$ cat src/rtl/uart_rx_fifo.sv
// Buffers bytes from the UART receiver in a circular FIFO with a show-ahead read port.
// Latency: a byte whose rx_ready is sampled in S_WAIT is on rd_data one cycle later, alongside the rx_reset_ready pulse.
// Backpressure: none toward the receiver; every byte is acknowledged, and a byte that meets a full FIFO is dropped and sets the sticky overflow flag.
module uart_rx_fifo #(
  parameter int WIDTH      = 8,
  parameter int DEPTH_LOG2 = 4
) (
  input  logic                  clk,
  input  logic                  reset,
  input  logic [WIDTH-1:0]      rx_data,
  input  logic                  rx_ready,
  output logic                  rx_reset_ready,
  input  logic                  rd_en,
  output logic [WIDTH-1:0]      rd_data,
  output logic                  empty,
  output logic                  full,
  output logic [DEPTH_LOG2:0]   count,
  output logic                  overflow,
  input  logic                  clr_overflow
);

  localparam int unsigned DEPTH = 2 ** DEPTH_LOG2;
  localparam logic [DEPTH_LOG2:0] FULL_CNT = DEPTH[DEPTH_LOG2:0];

  typedef enum logic [1:0] {
    S_WAIT,
    S_ACK,
    S_HOLD
  } cap_state_t;

  cap_state_t state, state_nxt;

  logic [WIDTH-1:0]      mem [DEPTH];
  logic [DEPTH_LOG2-1:0] wr_ptr;
  logic [DEPTH_LOG2-1:0] rd_ptr;
  logic                  wr_try;
  logic                  wr_do;
  logic                  pop;
  logic                  drop;

  // Status comes only from registered count, so no input reaches these outputs combinationally.
  assign empty   = (count == '0);
  assign full    = (count == FULL_CNT);
  assign rd_data = mem[rd_ptr];

  // A pop needs a stored entry; a byte landing in an empty FIFO cannot be popped the same cycle.
  assign pop    = rd_en && !empty;
  assign wr_try = (state == S_WAIT) && rx_ready;
  assign wr_do  = wr_try && (!full || pop);
  assign drop   = wr_try && full && !pop;

  always_ff @(posedge clk or posedge reset) begin
    if (reset) begin
      state <= S_WAIT;
    end else begin
      state <= state_nxt;
    end
  end

  // S_HOLD waits out the receiver's ready level so a late-dropping ready cannot cause a second write.
  always_comb begin
    state_nxt      = state;
    rx_reset_ready = 1'b0;
    case (state)
      S_WAIT: begin
        if (rx_ready) begin
          state_nxt = S_ACK;
        end
      end
      S_ACK: begin
        rx_reset_ready = 1'b1;
        state_nxt      = S_HOLD;
      end
      S_HOLD: begin
        if (!rx_ready) begin
          state_nxt = S_WAIT;
        end
      end
      default: begin
        state_nxt = S_WAIT;
      end
    endcase
  end

  always_ff @(posedge clk) begin
    if (wr_do) begin
      mem[wr_ptr] <= rx_data;
    end
  end

  always_ff @(posedge clk or posedge reset) begin
    if (reset) begin
      wr_ptr <= '0;
      rd_ptr <= '0;
    end else begin
      if (wr_do) begin
        wr_ptr <= wr_ptr + 1'b1;
      end
      if (pop) begin
        rd_ptr <= rd_ptr + 1'b1;
      end
    end
  end

  always_ff @(posedge clk or posedge reset) begin
    if (reset) begin
      count <= '0;
    end else begin
      case ({wr_do, pop})
        2'b10:   count <= count + 1'b1;
        2'b01:   count <= count - 1'b1;
        default: count <= count;
      endcase
    end
  end

  // A drop in the same cycle as a clear leaves the flag set.
  always_ff @(posedge clk or posedge reset) begin
    if (reset) begin
      overflow <= 1'b0;
    end else if (drop) begin
      overflow <= 1'b1;
    end else if (clr_overflow) begin
      overflow <= 1'b0;
    end
  end

endmodule

$ cat config.mk
export PLATFORM = sky130hd
export DESIGN_NAME = uart_rx_fifo
export DESIGN_NICKNAME = d
export VERILOG_FILES = /design/src/rtl/uart_rx_fifo.sv
export SDC_FILE = /design/constraint.sdc
export NUM_CORES = 1
export LEC_CHECK = 0
export ABC_AREA = 1
export CAP_MARGIN = 10
export CORE_MARGIN = 3
export CORE_UTILIZATION = 50
export DETAILED_ROUTE_END_ITERATION = 10
export GPL_TIMING_DRIVEN = 1
export HOLD_SLACK_MARGIN = 0.15
export PLACE_DENSITY = 0.78
export SKIP_LAST_GASP = 1
export SLEW_MARGIN = 0
export SYNTH_ARGS = -nofsm -noshare
export SYNTH_HDL_FRONTEND = slang
export SYNTH_SLANG_ARGS = --single-unit
$ cat constraint.sdc
create_clock -name clk -period 1.81 [get_ports clk]
set_input_delay 0.362 -clock clk [delete_from_list [all_inputs] [get_ports clk]]
set_output_delay 0.362 -clock clk [all_outputs]
set_load 0.01 [all_outputs]
==> flow_summary.yaml, run 1 <==
layout:
  fill_cells: 739
  area.sequential_um2: 4250
  multi_input_area_um2: 1820
  syn_to_final_growth_pct: 32.9
  final_cell_area_um2: 8110
  diodes: 0
  final_cell_mix: "edfxtp_1 (128), nor2_1 (78), buf_4 (49)"
  finalNetCount: 620
  drive_above_1_share_pct: 30.4
  layout_commonest_cell: "edfxtp_1"
yosys:
  synth_nets: 515
  netlist.top_cell.by_area: "edfxtp_1"
  syn_avg_cell_area_um2: 12.4
  yosysUniqueCellTypes: 31
  synth_top_area_share_pct: 63.0
  ys_seq_area_share_pct: 69.5
  syn_inst: 493
  syn_area_um2: 6100
  ys_ff_latch: 144
  yosysWarnings: 0
  synth_top_cells_by_area: "edfxtp_1 (63%), dfrtp_1 (6.6%), nor2_1 (6.1%)"
critical_path:
  r2r-start: "count[3]"
  r2r_cells: 10
  crit_type: "register to primary output"
  crit_path_start_kind: "register"
  cp-end-kind: "primary output"
  rrSetupSlack_ns: -0.12
  crit_arrival_ns: 1.97
  cp.required_ns: 1.45
  worstReg2RegEnd: "mem[4][7]"
  path_max_fanout: 12
clock_network:
  clock_latency_ns: 0.42
  cts.sinks: 144
  path_clk_slew_ns: 0.06
  cts_inserted_buffers: 17
  cts_tree: "built"
  cts-htree-levels: 4
  clock_path_buffers: 2
  cts_hold_buf: 0
  cts-root-buf: "clkbuf_16"
drt:
  first_pass_iters: 5
  antenna_left: 0
  wl_per_cell_um: 21.6
  drt_iter0_drc: 501
  num_vias: 4410
  wl_um: 16300
  drc: 0
  vias_per_cell: 5.85
global_routing:
  grt_overflow: 0
  track_usage_pct: 24.0
  grt_antenna_before_repair: 0
  grt_pass1_vias: 4315
  grt_start_max_net_pins: 34
  grt_pass1_wl_um: 23500
placed_design:
  io_buffers: 29
  dp_hpwl_um: 8910
  place_area_um2: 6940
  gp_congestion: 0.868
  dp_worst_setup_slack_ns: -0.442
timing:
  worst_pin_slew_ns: 0.730
  final-hold-violation-count: 0
  fin_ws_ns: -0.517
  relSlewSlack_pct: 51.2
  finalSetupViolCount: 124
  finalMaxSlewViolations: 0
  fmax_mhz: 430
  rsz0062_at_grt: "true"
  clock_skew_ns: 0.00626
  period_minus_slack_ns: 2.33
  fin_crit_sh_pct: 129
floorplan:
  die-area_um2: 13600
  fp.dieW_um: 116
  io_pins: 30
  core_area_um2: 11700
  start_util_pct: 52.3
  rows: 39
  fp.dieH_um: 116
power_and_ir_drop:
  ir_drop_mv: 1.02
  p_leak_nw: 3.03
  power.density_nw_per_um2: 1730
run:
  cap_viol_max_count: 0
outcome:
  status: "finished with violations"
  violations: "setup timing"
worst_hold_path:
  hp-class: "input pin to asynchronous set/reset pin"
-- sequential cells by signal (all words and copies together), names as in the netlist --
| name | flops |
|---|---|
| count | 5 |
| mem | 128 |
| overflow | 1 |
| rd_ptr | 4 |
| state | 2 |
| wr_ptr | 4 |
-- area by class of cell --
cell class	instances	area share, %
clock buffer	18	5.29
clock inverter	14	2.11
inverter	28	1.48
multi-input combinational	296	22.4
sequential	144	52.4
tap	143	2.21
timing repair buffer	111	14.1
-- per-stage QoR --
stage               hold WS [ns]  total power [mW]  std cells  setup TNS (ns)  utilization [%]
floorplan                  0.275              7.08        493         -0.0479                -
global placement           0.518              8.89        701          -30.80             59.5
finish                     0.255              14.1        754          -12.61             69.6
global route               0.289              14.7        754          -23.06             69.6
detailed placement         0.522              9.07        701          -36.36             59.5
CTS                        0.251              13.2        747           -3.63             66.7
-- logic make-up after synthesis --
family | count (synthesis) | share of synthesized area [%]
adders and majority gates | 9 | 1.97
buffers and inverters | 53 | 4.24
DFF | 144 | 69.5
and+or+nand+nor | 167 | 12.1
xor gates and xnor gates | 9 | 1.41
AOI/OAI and AO/OA | 111 | 10.7
-- layer usage --
layer | global-route usage, % | up-vias | wire length (um)
li1 | - | 1981 | -
met5 | 0 | - | 0
met4 | 11.5 | 0 | 609
met1 | 29.7 | 2122 | 5970
met2 | 39.6 | 258 | 8280
met3 | 5.85 | 49 | 1450
-- cell usage after synthesis, drive strengths merged --
cell	number
a21oi	10
fa	1
nor2	103
o32ai	1
nand2	33
ha	8
xor2	8
o211ai	32
inv	27
xnor2	1
nand3	29
clkinv	1
clkbuf	5
buf	20
o21ai	68
edfxtp	128
dfrtp	16
nor3	2
-- worst max path at each step --
stage,from,to,depth (start not counted),slack (ns)
2_1_floorplan,count[0],count[4],13,-0.05
5_1_grt,rd_ptr[0],rd_data[3],8,-0.59
4_1_cts,rd_ptr[0],rd_data[5],8,-0.47
3_5_place_dp,rd_ptr[0],rd_data[3],9,-0.44
3_3_place_gp,rd_ptr[1],rd_data[6],6,-0.40
6_report,rd_ptr[0],rd_data[1],9,-0.52
-- power breakdown --
group | leakage, nW | internal [mW] | switching, mW
clock | 0.293 | 2.27 | 1.29
sequential | 1.34 | 3.99 | 0.226
combinational | 1.39 | 2.78 | 3.51
-- repair_timing --
item	in CTS	in global routing
pin swaps	40	36
setup buffers	10	11
gates resized for setup	89	74
endpoints found under the setup margin	24	96
gates cloned	4	1
-- worst max-delay path, stage by stage (launching register included) --
cell,delay (ns)
dfrtp_2,0.47
buf_6,0.16
buf_12,0.13
nor2_2,0.05
nor2_2,0.11
o21ai_2,0.06
o211ai_1,0.13
nand3_1,0.20
nand2_1,0.10
buf_2,0.13
No activity file was read; power rests on OpenSTA's default activity.
==> run 2, diff against run 1 <==
==> constraint.sdc (replaced) <==
create_clock -name clk -period 1.81 [get_ports clk]
set_input_delay 0.2715 -clock clk [delete_from_list [all_inputs] [get_ports clk]]
set_output_delay 0.2715 -clock clk [all_outputs]
set_load 0.01 [all_outputs]
==> run 2 against run 1 <==
Net effect:
- the run still ends with setup timing left
- power fell by 7.7%
- worst setup slack improved by 0.12 ns
- sequential share of layout area rose by 2.4 points
- via count fell by 1.8%
- sequential power barely moved
- final area fell by 4.3%
- combinational power fell by 9.4%
- fmax rose by 5.4%
- global-route usage fell by 1.6 points
- die area did not move
- largest power group unchanged
==> flow_summary.yaml, run 2 (synthesized netlist as in run 1, its figures left out) <==
layout:
  final_util_pct: 66.6
  finalNetCount: 613
  final_cell_area_um2: 7760
  final_cell_mix: "edfxtp_1 (128), nor2_1 (93), buf_4 (57)"
  largest_reg_flops: 128
  layout_commonest_cell: "edfxtp_1"
  syn_to_final_growth_pct: 27.2
  drive_above_1_share_pct: 25.6
  diodes: 0
  regMostFlops: "mem"
  top_regs: "mem (128), count (5)"
timing:
  finalMaxSlewViolations: 0
  clock_skew_ns: 0.0168
  period_minus_slack_ns: 2.21
  fmax_mhz: 453
  rsz0062_at_grt: "true"
  fin_ws_ns: -0.399
  fin_tns_setup_ns: -2.91
  worst_pin_slew_ns: 0.692
  finalSetupViolCount: 9
  fin_crit_sh_pct: 122
  relSlewSlack_pct: 53.7
  final-hold-violation-count: 0
power_and_ir_drop:
  p_leak_nw: 2.91
  ir_drop_mv: 0.923
  power.density_nw_per_um2: 1670
placed_design:
  dp_hpwl_um: 8880
  place_area_um2: 6920
  io_buffers: 29
  dp_worst_setup_slack_ns: -0.357
  gp_congestion: 0.861
outcome:
  status: "finished with violations"
  violations: "setup timing"
critical_path:
  crit_path_start_kind: "register"
  cp-end-kind: "primary output"
  cp.required_ns: 1.54
  r2r-start: "count[3]"
  rrSetupSlack_ns: -0.08
  worstReg2RegEnd: "count[4]"
  path_max_fanout: 11
  crit_type: "register to primary output"
  r2r_cells: 14
  crit_arrival_ns: 1.94
floorplan:
  fp.dieW_um: 116
  start_util_pct: 52.3
  core_area_um2: 11700
  die-area_um2: 13600
  io_pins: 30
  rows: 39
  fp.dieH_um: 116
clock_network:
  path_clk_slew_ns: 0.06
  clock_path_buffers: 2
  cts-root-buf: "clkbuf_16"
  cts-htree-levels: 4
  cts_hold_buf: 0
  clock_latency_ns: 0.43
  cts_inserted_buffers: 17
  cts.sinks: 144
  cts_tree: "built"
drt:
  wl_met3_um: 1140
  wl_um: 15000
  vias_per_cell: 5.81
  drt_iter0_drc: 447
  num_vias: 4331
  wl_per_cell_um: 20.1
  drc: 0
  wl_met2_um: 7470
  antenna_left: 0
  first_pass_iters: 5
  topRoutingLayerUsed: "met4"
  wl_met1_um: 5770
worst_hold_path:
  hp-class: "input pin to asynchronous set/reset pin"
global_routing:
  grt_pass1_wl_um: 22000
  track_usage_pct: 22.4
  grt_antenna_before_repair: 0
  grt_start_max_net_pins: 47
  grt_pass1_vias: 4225
  grt_overflow: 0
run:
  cap_viol_max_count: 0
==> run 2: report_power, final <==
group | internal, mW | total (mW) | switching, mW
Sequential | 3.99 | 4.21 | 0.216
Clock | 1.85 | 3.08 | 1.23
Combinational | 2.51 | 5.70 | 3.19
Total | 8.35 | 13.0 | 4.63
==> run 2: area by class of cell <==
class,count,area [um2]
Clock inverter,8,67.6
Multi-Input combinational cell,296,1710
Tap cell,143,179
Inverter,28,115
Sequential cell,144,4250
Timing Repair Buffer,104,1000
Fill cell,806,3900
Clock buffer,22,444
==> run 2: how the worst max path moves through the flow <==
| stage | from | depth (start not counted) | end |
|---|---|---|---|
| 2_1_floorplan | count[0] | 13 | count[4] |
| 3_3_place_gp | rd_ptr[1] | 6 | rd_data[6] |
| 3_5_place_dp | rd_ptr[0] | 9 | rd_data[5] |
| 4_1_cts | rd_ptr[0] | 8 | rd_data[5] |
| 5_1_grt | rd_ptr[0] | 9 | rd_data[3] |
| 6_report | rd_ptr[0] | 9 | rd_data[3] |
==> run 2: worst max-delay path: stages (launching register included) <==
cell       delay [ns]
dfrtp_2          0.44
buf_6            0.16
clkbuf_16        0.17
nor2_2           0.10
nor2_1           0.05
o21ai_1          0.08
o211ai_1         0.18
nand3_1          0.14
nand2_1          0.07
buf_2            0.14
==> run 2: through the flow <==
step                      hold slack, ns  power, mW  instances
after floorplan                    0.185       7.08        493
after global placement             0.518       8.89        699
after detailed placement           0.528       9.08        699
after CTS                          0.187       12.5        740
after global routing               0.199       13.6        745
final                              0.194       13.0        745
==> run 2: layer usage <==
layer,track usage (%),vias up
met3,4.20,46
li1,-,1954
met5,0,-
met4,10.7,0
met1,28.4,2105
met2,37.2,226
==> run 2: what timing repair did <==
item                                    CTS  global route
resized for setup                        64            46
cloned                                    2             4
pin swaps                                26            34
setup buffers                             9             3
endpoints found under the setup margin   11            20
==> run 3, diff against run 2 <==
SLEW_MARGIN = 20   (was 0)
==> results of run 3 <==
Same layout as run 2: the final DEF is identical, and so are final timing and power.
